==> src/rtl/aes_pkg.sv <==
// Shared definitions for the AES core controller slice.
// Contents:
//   ctrl_state_e      - sequencer state encoding
//   AES_128/256_*     - keylen encodings as presented on the host port
//   ENCIPHER/DECIPHER - encdec encodings as presented on the host port
//   sbox_owner_is_km  - decode of which client owns the shared S-box port
package aes_pkg;

    typedef enum logic [2:0] {
        ST_IDLE      = 3'd0,
        ST_KEY_INIT  = 3'd1,
        ST_KEY_WAIT  = 3'd2,
        ST_BLK_START = 3'd3,
        ST_BLK_WAIT  = 3'd4
    } ctrl_state_e;

    localparam logic AES_128_BIT_KEY = 1'b0;
    localparam logic AES_256_BIT_KEY = 1'b1;
    localparam logic ENCIPHER        = 1'b1;
    localparam logic DECIPHER        = 1'b0;

    // The key memory owns the S-box only while it is being expanded;
    // every other state hands the port to the encipher datapath.
    function automatic logic sbox_owner_is_km(input ctrl_state_e st);
        return (st == ST_KEY_INIT) || (st == ST_KEY_WAIT);
    endfunction

endpackage

==> src/rtl/aes_sbox_arb.sv <==
// Combinational arbitration of the single shared 32-bit S-box word port.
// Ports:
//   km_owner      in   1 = key memory drives the S-box, 0 = encipher
//   km_sboxw      in   request word from key memory
//   enc_sboxw     in   request word from encipher
//   sboxw         out  word presented to the shared S-box
//   new_sboxw     in   substituted word returned by the S-box
//   km_new_sboxw  out  substituted word to key memory
//   enc_new_sboxw out  substituted word to encipher
module aes_sbox_arb (
    input  logic        km_owner,
    input  logic [31:0] km_sboxw,
    input  logic [31:0] enc_sboxw,
    output logic [31:0] sboxw,
    input  logic [31:0] new_sboxw,
    output logic [31:0] km_new_sboxw,
    output logic [31:0] enc_new_sboxw
);

    // Request mux: zero added latency, owner chosen purely from controller state.
    always_comb begin
        sboxw = 32'h0000_0000;
        if (km_owner) begin
            sboxw = km_sboxw;
        end else begin
            sboxw = enc_sboxw;
        end
    end

    // The non-owner simply ignores the returned word, so fan-out is unconditional.
    assign km_new_sboxw  = new_sboxw;
    assign enc_new_sboxw = new_sboxw;

endmodule

==> src/rtl/aes_core_ctrl.sv <==
// Top-level sequencer for the AES core: key expansion and single-block
// encipher/decipher launch, plus shared S-box arbitration.
// Ports:
//   clk, reset            clock / asynchronous active-high reset
//   init, next            host command pulses
//   encdec, keylen        command qualifiers (sampled with next / init)
//   ready, key_valid,
//   result_valid, key_err registered host status
//   km_*                  key memory handshake, keylen and round index
//   enc_*, dec_*          datapath start strobes, ready and round inputs
//   *sboxw                shared S-box request/response routing
module aes_core_ctrl
    import aes_pkg::*;
#(
    parameter int KEY_TIMEOUT = 64
) (
    input  logic        clk,
    input  logic        reset,
    input  logic        init,
    input  logic        next,
    input  logic        encdec,
    input  logic        keylen,
    output logic        ready,
    output logic        key_valid,
    output logic        result_valid,
    output logic        key_err,
    output logic        km_init,
    output logic        km_keylen,
    input  logic        km_ready,
    output logic [3:0]  km_round,
    output logic        enc_next,
    output logic        dec_next,
    input  logic        enc_ready,
    input  logic        dec_ready,
    input  logic [3:0]  enc_round,
    input  logic [3:0]  dec_round,
    input  logic [31:0] km_sboxw,
    input  logic [31:0] enc_sboxw,
    output logic [31:0] sboxw,
    input  logic [31:0] new_sboxw,
    output logic [31:0] km_new_sboxw,
    output logic [31:0] enc_new_sboxw
);

    localparam int CNT_W = (KEY_TIMEOUT > 2) ? $clog2(KEY_TIMEOUT) : 1;

    ctrl_state_e      state;
    logic [CNT_W-1:0] cnt;
    logic             seen_low;
    logic             encdec_reg;
    logic             sel_ready;
    logic             km_owner;

    // Only the datapath chosen at launch is watched for completion.
    assign sel_ready = encdec_reg ? enc_ready : dec_ready;

    // Strobes decode state directly, so they drop as soon as reset clears state.
    assign km_init  = (state == ST_KEY_INIT);
    assign enc_next = (state == ST_BLK_START) &&  encdec_reg;
    assign dec_next = (state == ST_BLK_START) && !encdec_reg;

    assign km_round = encdec_reg ? enc_round : dec_round;
    assign km_owner = sbox_owner_is_km(state);

    aes_sbox_arb u_sbox_arb (
        .km_owner      (km_owner),
        .km_sboxw      (km_sboxw),
        .enc_sboxw     (enc_sboxw),
        .sboxw         (sboxw),
        .new_sboxw     (new_sboxw),
        .km_new_sboxw  (km_new_sboxw),
        .enc_new_sboxw (enc_new_sboxw)
    );

    // Sequencer FSM with registered host status outputs.
    always_ff @(posedge clk or posedge reset) begin
        if (reset) begin
            state        <= ST_IDLE;
            ready        <= 1'b1;
            key_valid    <= 1'b0;
            result_valid <= 1'b0;
            key_err      <= 1'b0;
            km_keylen    <= AES_128_BIT_KEY;
            encdec_reg   <= DECIPHER;
            cnt          <= {CNT_W{1'b0}};
            seen_low     <= 1'b0;
        end else begin
            case (state)
                ST_IDLE: begin
                    // init has priority; a simultaneous next is dropped.
                    if (init) begin
                        km_keylen    <= keylen;
                        key_valid    <= 1'b0;
                        key_err      <= 1'b0;
                        result_valid <= 1'b0;
                        ready        <= 1'b0;
                        state        <= ST_KEY_INIT;
                    end else if (next && key_valid) begin
                        encdec_reg   <= encdec;
                        result_valid <= 1'b0;
                        ready        <= 1'b0;
                        state        <= ST_BLK_START;
                    end else begin
                        state <= ST_IDLE;
                    end
                end
                ST_KEY_INIT: begin
                    cnt      <= {CNT_W{1'b0}};
                    seen_low <= 1'b0;
                    state    <= ST_KEY_WAIT;
                end
                ST_KEY_WAIT: begin
                    // km_ready must be seen low first, otherwise a stale
                    // ready from the previous key would end the wait at once.
                    if (!km_ready) begin
                        seen_low <= 1'b1;
                    end else begin
                        seen_low <= seen_low;
                    end
                    if (km_ready && seen_low) begin
                        key_valid <= 1'b1;
                        ready     <= 1'b1;
                        state     <= ST_IDLE;
                    end else if (cnt == CNT_W'(KEY_TIMEOUT - 1)) begin
                        key_err <= 1'b1;
                        ready   <= 1'b1;
                        state   <= ST_IDLE;
                    end else begin
                        cnt <= cnt + CNT_W'(1);
                    end
                end
                ST_BLK_START: begin
                    seen_low <= 1'b0;
                    state    <= ST_BLK_WAIT;
                end
                ST_BLK_WAIT: begin
                    if (!sel_ready) begin
                        seen_low <= 1'b1;
                    end else if (seen_low) begin
                        result_valid <= 1'b1;
                        ready        <= 1'b1;
                        state        <= ST_IDLE;
                    end else begin
                        seen_low <= seen_low;
                    end
                end
                default: begin
                    ready <= 1'b1;
                    state <= ST_IDLE;
                end
            endcase
        end
    end

endmodule

==> config.mk <==
export PLATFORM = sky130hd
export DESIGN_NAME = aes_core_ctrl
export DESIGN_NICKNAME = d
export VERILOG_FILES = /design/src/rtl/aes_pkg.sv /design/src/rtl/aes_sbox_arb.sv /design/src/rtl/aes_core_ctrl.sv
export SDC_FILE = /design/constraint.sdc
export NUM_CORES = 1
export LEC_CHECK = 0
export CORE_AREA = 2 2 86 88
export DETAILED_ROUTE_END_ITERATION = 7
export DIE_AREA = 0 0 88 90
export DONT_BUFFER_PORTS = 1
export SLEW_MARGIN = 20
export SYNTH_ARGS = -nofsm -noshare
export SYNTH_HDL_FRONTEND = slang
export SYNTH_HIERARCHICAL = 1
export SYNTH_SLANG_ARGS = --single-unit
==> constraint.sdc <==
create_clock -name clk -period 2.7 [get_ports clk]
set_input_delay 0.27 -clock clk [delete_from_list [all_inputs] [get_ports clk]]
set_output_delay 0.27 -clock clk [all_outputs]
set_load 0.02 [all_outputs]
==> results of run 1 <==
-- metrics by stage --
step	instances	setup WS, ps	utilization (%)	hold slack, ps
CTS	226	419	22.1	153
detailed placement	221	706	21.2	276
global placement	221	717	21.2	274
global route	226	334	22.1	150
floorplan	194	1010	-	183
finish	227	423	22.2	156
-- repair_timing --
action,CTS,global route
hold endpoints to repair,15,0
gates resized for setup,0,0
hold buffers,1,0
-- final timing paths --
check,cells past startpoint,to,start,slack (ps)
max in group asynchronous,2,km_keylen,reset,1750
max,4,sboxw[29],state[0],420
max reg2reg,4,cnt[1],state[2],1000
min reg2reg,1,cnt[5],cnt[5],490
min,1,encdec_reg,encdec,160
min in group asynchronous,2,cnt[2],reset,540
-- cell type report --
cell class              count  area, µm²
multi-input cells         100        937
fillers                   751       5460
inverters                   5       18.8
diodes                      1       2.50
clock buffers               4       55.1
well taps                  99        124
repair buffers              2       17.5
flip-flops and latches     16        402
-- power breakdown --
group | internal [mW] | leakage, nW | switching (mW)
combinational | 0.712 | 0.430 | 0.986
sequential | 0.323 | 0.210 | 0.167
clock | 0.130 | 0.0288 | 0.0887
-- critical path, stage by stage (launching register included) --
cell     delay [ps]
dfrtp_1         560
xnor2_1         160
nor2_4           90
buf_4           470
mux2_2          460
-- metal layers --
layer  routed length (µm)  GRT usage [%]  vias up
met5                    0              0        -
met4                  111           4.10        0
met3                 1190           10.1       15
met2                 1880           14.6      118
met1                 2010           15.8      489
li1                     -              -      459
-- placed cells by master (no fill, tap or decap), types with 2 or more instances in the layout --
cell,synthesis,routed
mux2_2,8,8
inv_1,5,5
mux2i_1,4,4
nand2_1,10,10
mux2_4,30,30
dfrtp_1,15,15
nand2b_1,2,2
clkbuf_8,0,4
nor2_1,10,9
nand3_1,5,5
a21oi_1,5,5
a31oi_1,3,3
nor3_1,2,2
o21ai_0,4,4
-- logic make-up (layout without fill, tap and decap cells) --
| group | count (synthesis) | count (layout) | share of synthesized area [%] |
|---|---|---|---|
| fa+ha+maj | 1 | 1 | 0.646 |
| mux | 42 | 42 | 30.0 |
| compound gates | 18 | 18 | 6.14 |
| xor+xnor | 1 | 1 | 0.452 |
| buf+inv | 78 | 11 | 31.3 |
| simple gates | 38 | 38 | 10.8 |
| other cells | 0 | 1 | 0 |
| flops | 16 | 16 | 20.7 |
==> results_dict.tcl, run 1 <==
set metrics [dict create \
    yosys.cell_count.top_type "buf_4" \
    worst_slew_pin_slew_ps 640 \
    relSlewSlack_pct 57.3 \
    dieArea_um2 7920 \
    cts_setup_buffers 0 \
    synth.avg_cell_area_um2 9.98 \
    drc 0 \
    yosysUniqueCellTypes 36 \
    drt_wl_total_um 5190 \
    postRouteAntennaNets 0 \
    hold_violations 0 \
    synth.top_cells.by_count "buf_4 (64), mux2_4 (30), dfrtp_1 (15)" \
    wl_per_cell_um 22.9 \
    ys_seq_elements 16 \
    synth_edf_count 0 \
    place_congestion 0.867 \
    fin_skew_ps 1.93 \
    status "finished clean" \
    synthesis.nets 308 \
    pin_count 221 \
    cts.htree.levels 1 \
    routed_via_density 4.76 \
    dr_total_vias 1081 \
    arrival_ps 2010 \
    fin_nets 242 \
    drt_iter0_markers 19 \
    grt_use_total_pct 12.2 \
    die_h_um 90 \
    largest_register_ff_count 6 \
    slew_viol_final 0 \
    grt_pass1_wl_um 6800 \
    synthCells 194 \
    reg.largest.list "cnt x6, state x3" \
    p_leak_nw 0.669 \
    area_growth_pct -19.6 \
    critPathKind "flip-flop to output port" \
    fin_setup_tns_ps 0 \
    rsz0062_at_grt "false" \
    drive_above_1_share_pct 40.2 \
    finalSetupViolCount 0 \
    yosysWarnings 6 \
    clock_latency_ps 260 \
    worstPathMaxFanout 32 \
    top_register "cnt" \
    hold_class "input port to flip-flop" \
    min_period_over_period_pct 84.3 \
    synth_top_cell_area_share_pct 24.8 \
    start_util_pct 27.6 \
    synth_top_area_cell "buf_4" \
    max_freq_mhz 439 \
    cts.sinks 16 \
    clk_path_buf_depth 2 \
    port_buffers 0 \
    grt_max_degree 33 \
    cts_buffers 3 \
    fin_crit_ps 2280 \
    async_reset_ff_share_pct 100 \
    antenna_found_initial 0 \
    end_kind "output port" \
    netlist_top_cells_area "buf_4 (25%), mux2_4 (23%), dfrtp_1 (19%)" \
    row_count 31 \
    clk_pin_slew_ps 60 \
    stdcell_area_um2 1560 \
    root_buffer "clkbuf_8" \
    first_global_vias 1063 \
    startpoint_type "flip-flop" \
    place_area_um2 1490 \
    power_per_cell_area_nw_per_um2 1550 \
    core_um2 7020 \
    ir_drop_mv 0.594 \
    critPathRequiredTime_ps 2430 \
    synth_flop_cell "dfrtp_1" \
    die_w_um 88 \
    grt.overflow.total 0 \
    synth_area_um2 1940 \
    drv_cap 0 \
    ys_seq_area_share_pct 20.7 \
    drt-pass1-iter-count 5 \
    finalPower_mw 2.41 \
    cts_tree "done" \
    hpwlAfterDp_um 4360 \
]
Note: power is estimated with default switching activity, not from simulation.
==> inputs of run 2 (changes only) <==
==> constraint.sdc (replaced) <==
create_clock -name clk -period 1.9 [get_ports clk]
set_input_delay 0.19 -clock clk [delete_from_list [all_inputs] [get_ports clk]]
set_output_delay 0.19 -clock clk [all_outputs]
set_load 0.02 [all_outputs]
==> results_dict.tcl, run 2 (synthesized netlist as in run 1, its figures left out) <==
set metrics [dict create \
    status "finished clean" \
    worst_slack_ps 107 \
    worst_slew_pin_slew_ps 629 \
    place_congestion 0.910 \
    cts.sinks 16 \
    critPathRequiredTime_ps 1710 \
    clock_latency_ps 250 \
    drt_wl_total_um 5510 \
    min_period_over_period_pct 94.4 \
    layout_common_cells "mux2_4 (30), dfrtp_1 (14), nand2_1 (10)" \
    first_global_vias 1069 \
    critPathKind "flip-flop to output port" \
    startpoint_type "flip-flop" \
    hold_violations 0 \
    row_count 31 \
    grt.overflow.total 0 \
    pin_count 221 \
    layout_commonest_cell "mux2_4" \
    finalPower_mw 3.50 \
    antenna_found_initial 6 \
    core_um2 7020 \
    arrival_ps 1600 \
    dieArea_um2 7920 \
    crit_family "multiplexers" \
    hold_class "input port to flip-flop" \
    end_kind "output port" \
    cts_tree "done" \
    finalSetupViolCount 0 \
    crit_path_top_delay_cell "mux2_2" \
    port_buffers 0 \
    fin_skew_ps 1.43 \
    cts.htree.levels 1 \
    ir_drop_mv 0.800 \
    slew_viol_final 0 \
    drv_cap 0 \
    max_freq_mhz 558 \
    routed_via_density 4.82 \
    p_leak_nw 0.686 \
    top_register "cnt" \
    rrSetupSlack_ps 270 \
    hpwlAfterDp_um 4690 \
    fin_setup_tns_ps 0 \
    grt_pass1_wl_um 7070 \
    die_h_um 90 \
    power_per_cell_area_nw_per_um2 2190 \
    fin_nets 245 \
    cp_cell_sequence "xnor2_1, nor2_4, buf_12, mux2_2" \
    area_growth_pct -17.8 \
    rsz0062_at_grt "false" \
    dp_slack_ps 284 \
    clk_path_buf_depth 2 \
    relSlewSlack_pct 58.0 \
    die_w_um 88 \
    slowest_delay_ps 430 \
    start_util_pct 27.6 \
    largest_register_ff_count 6 \
    stdcell_area_um2 1590 \
    root_buffer "clkbuf_8" \
    grt_use_total_pct 12.6 \
    drive_above_1_share_pct 42.3 \
    drc 0 \
    fin_crit_ps 1790 \
    cts_buffers 3 \
    clk_pin_slew_ps 60 \
    reg.largest.list "cnt x6, state x3" \
    worstPathMaxFanout 32 \
    postRouteAntennaNets 0 \
    place_area_um2 1520 \
    drt-pass1-iter-count 4 \
    grt_max_degree 33 \
    wl_per_cell_um 23.9 \
    cp_num_buf_inv 1 \
    dr_total_vias 1108 \
    timing.hold.ws_ps 82.7 \
    drt_iter0_markers 29 \
]
==> run 2: final cells by class <==
type | count | area [µm²]
fillers | 764 | 5430
multi-input cells | 100 | 937
flip-flops and latches | 16 | 403
well taps | 99 | 124
clock buffers | 4 | 55.1
repair buffers | 5 | 52.6
inverters | 5 | 18.8
diodes | 1 | 2.50
==> run 2: routing by layer <==
metal  up-vias  track usage, %  part of all wire, %  wire (µm)
met5         -               0                  1.1         61
met4        10            3.33                  2.0        111
met3        24            14.4                   24       1320
met2       120            14.4                   35       1920
met1       486            15.1                   38       2090
li1        468               -                    -          -
==> run 2: timing repair <==
item,4_1_cts,5_1_grt
gates resized for setup,0,1
endpoints found under the hold margin,15,0
buffers inserted,0,0
hold buffers,1,0
endpoints found under the setup margin,0,2
==> run 2: where the power goes <==
part,internal (mW),leakage [nW],switching [mW],total [mW]
sequential,0.462,0.208,0.192,0.654
combinational,1.09,0.448,1.44,2.54
clock,0.184,0.0288,0.122,0.306
==> run 2: worst paths after layout <==
kind                          start          to  cells after the start
max                        state[0]   sboxw[31]                      4
min                          encdec  encdec_reg                      1
max reg2reg                state[0]      cnt[1]                      5
min reg2reg                  cnt[5]      cnt[5]                      1
max in group asynchronous     reset    state[2]                      2
min in group asynchronous     reset      cnt[4]                      2
==> run 2: through the flow <==
stage / std cells / utilization (%)
floorplan: 194 / -
global placement: 224 / 21.7
detailed placement: 224 / 21.7
CTS: 229 / 22.6
global route: 229 / 22.7
finish: 230 / 22.7
==> inputs of run 3 (changes only) <==
--- a/config.mk
+++ b/config.mk
@@ -5,10 +5,14 @@
 export SDC_FILE = /design/constraint.sdc
 export NUM_CORES = 1
 export LEC_CHECK = 0
+export CELL_PAD_IN_SITES_DETAIL_PLACEMENT = 0
+export CELL_PAD_IN_SITES_GLOBAL_PLACEMENT = 1
 export CORE_AREA = 2 2 86 88
 export DETAILED_ROUTE_END_ITERATION = 7
 export DIE_AREA = 0 0 88 90
 export DONT_BUFFER_PORTS = 1
+export MAX_ROUTING_LAYER = met4
+export PLACE_DENSITY_LB_ADDON = 0.1
 export SLEW_MARGIN = 20
 export SYNTH_ARGS = -nofsm -noshare
 export SYNTH_HDL_FRONTEND = slang
==> constraint.sdc (replaced) <==
create_clock -name clk -period 1.7 [get_ports clk]
set_input_delay 0.17 -clock clk [delete_from_list [all_inputs] [get_ports clk]]
set_output_delay 0.17 -clock clk [all_outputs]
set_load 0.02 [all_outputs]
==> results_dict.tcl, run 3 (synthesized netlist as in run 1, its figures left out) <==
set metrics [dict create \
    status "complete, but fails checks" \
    violations "setup timing" \
    arrival_ps 1590 \
    drv_cap 0 \
    power_per_cell_area_nw_per_um2 2650 \
    cts.sinks 16 \
    top_register "cnt" \
    worstPathMaxFanout 6 \
    hold_class "input port to flip-flop" \
    min_period_over_period_pct 104 \
    worst_slew_pin_slew_ps 701 \
    cts.htree.levels 1 \
    layout_commonest_cell "mux2_4" \
    dr_total_vias 1136 \
    area_growth_pct -6.46 \
    drive_above_1_share_pct 52.1 \
    cts_buffers 3 \
    drt-pass1-iter-count 2 \
    rrSetupSlack_ps 100 \
    antenna_found_initial 0 \
    end_kind "output port" \
    drt_iter0_markers 13 \
    critPathKind "flip-flop to output port" \
    layout_common_cells "mux2_4 (32), dfrtp_1 (13), buf_4 (12)" \
    grt_pass1_wl_um 7020 \
    row_count 31 \
    slew_viol_final 0 \
    clk_path_buf_depth 2 \
    fin_nets 259 \
    stdcell_count 243 \
    postRouteAntennaNets 0 \
    grt_max_degree 17 \
    routed_via_density 4.67 \
    reg.largest.list "cnt x6, state x3" \
    drc 0 \
    die_w_um 88 \
    dp_cells 231 \
    fillers 734 \
    max_freq_mhz 567 \
    first_global_vias 1211 \
    drt_wl_total_um 5200 \
    clock_latency_ps 250 \
    slowest_delay_ps 410 \
    crit_path_top_delay_cell "dfrtp_1" \
    pin_count 221 \
    place_congestion 0.789 \
    hpwlAfterDp_um 4260 \
    fin_skew_ps 6.17 \
    fin_crit_ps 1760 \
    cts_tree "done" \
    start_util_pct 27.6 \
    die_h_um 90 \
    core_um2 7020 \
    critPathRequiredTime_ps 1530 \
    grt_use_total_pct 12.4 \
    relSlewSlack_pct 53.2 \
    grt.overflow.total 0 \
    hold_violations 0 \
    rsz0062_at_grt "true" \
    clk_pin_slew_ps 70 \
    finalSetupViolCount 32 \
    diodes 0 \
    port_buffers 0 \
    worst_slack_ps -62.6 \
    largest_register_ff_count 6 \
    dieArea_um2 7920 \
    seqCellArea_um2 404 \
    wl_per_cell_um 21.4 \
    ir_drop_mv 0.532 \
    cp_cell_sequence "xnor2_2, nor2_4, buf_6, clkbuf_16, mux2_4" \
    p_leak_nw 0.794 \
    startpoint_type "flip-flop" \
    root_buffer "clkbuf_8" \
    multi_input_area_um2 978 \
    finalPower_mw 4.81 \
]
[run 3: per-stage QoR]
stage	worst slack [ps]	instance area, µm²	util [%]	TNS [ps]	hold slack, ps
finish	-62.6	1810	25.8	-1200	60.8
global placement	117	1580	22.5	0	207
global route	-148	1810	25.8	-4010	64.7
detailed placement	68.8	1580	22.5	0	220
floorplan	107	1940	-	0	83.0
CTS	-124	1760	25.0	-2650	54.1
[run 3: final cells by class]
cell class                      instances  share of cell area [%]
Clock buffer                            4                    3.04
Inverter                                5                    1.04
Multi-Input combinational cell        100                    54.0
Sequential cell                        16                    22.3
Tap cell                               99                    6.84
Timing Repair Buffer                   19                    12.8
[run 3: layer usage]
layer,share of wire (%),routed length (µm),track usage (%),vias up
li1,-,-,-,494
met1,41,2150,14.8,540
met2,45,2330,18.3,88
met3,13,656,5.88,14
met4,1.2,63,3.85,0
met5,0,0,-,-
[run 3: final timing paths]
| path | from | to | cells after the start |
|---|---|---|---|
| setup reg to reg | state[0] | cnt[1] | 5 |
| hold / removal | keylen | km_keylen | 1 |
| min in group asynchronous | reset | key_err | 2 |
| max in group asynchronous | reset | state[0] | 2 |
| setup / recovery | state[1] | sboxw[5] | 5 |
| hold reg to reg | cnt[5] | cnt[5] | 1 |
[run 3: where the power goes]
part           internal (mW)  switching [mW]
sequential             0.518           0.200
clock                  0.206           0.148
combinational           1.89            1.85
total                   2.62            2.19
[run 3: worst max-delay path: cells and delay by family, from the launching register on]
kind	cells	cell delay [ps]
xor gates and xnor gates	1	160
buffers and inverters	2	290
DFF	1	410
muxes	1	340
and+or+nand+nor	1	140
[run 3: timing repair]
item / in CTS / in global routing
pin swaps: 2 / 2
buffers inserted: 4 / 0
hold buffers: 1 / 0
setup endpoints to repair: 34 / 38
hold endpoints to repair: 15 / 0
resized for setup: 7 / 8
cloned: 2 / 1
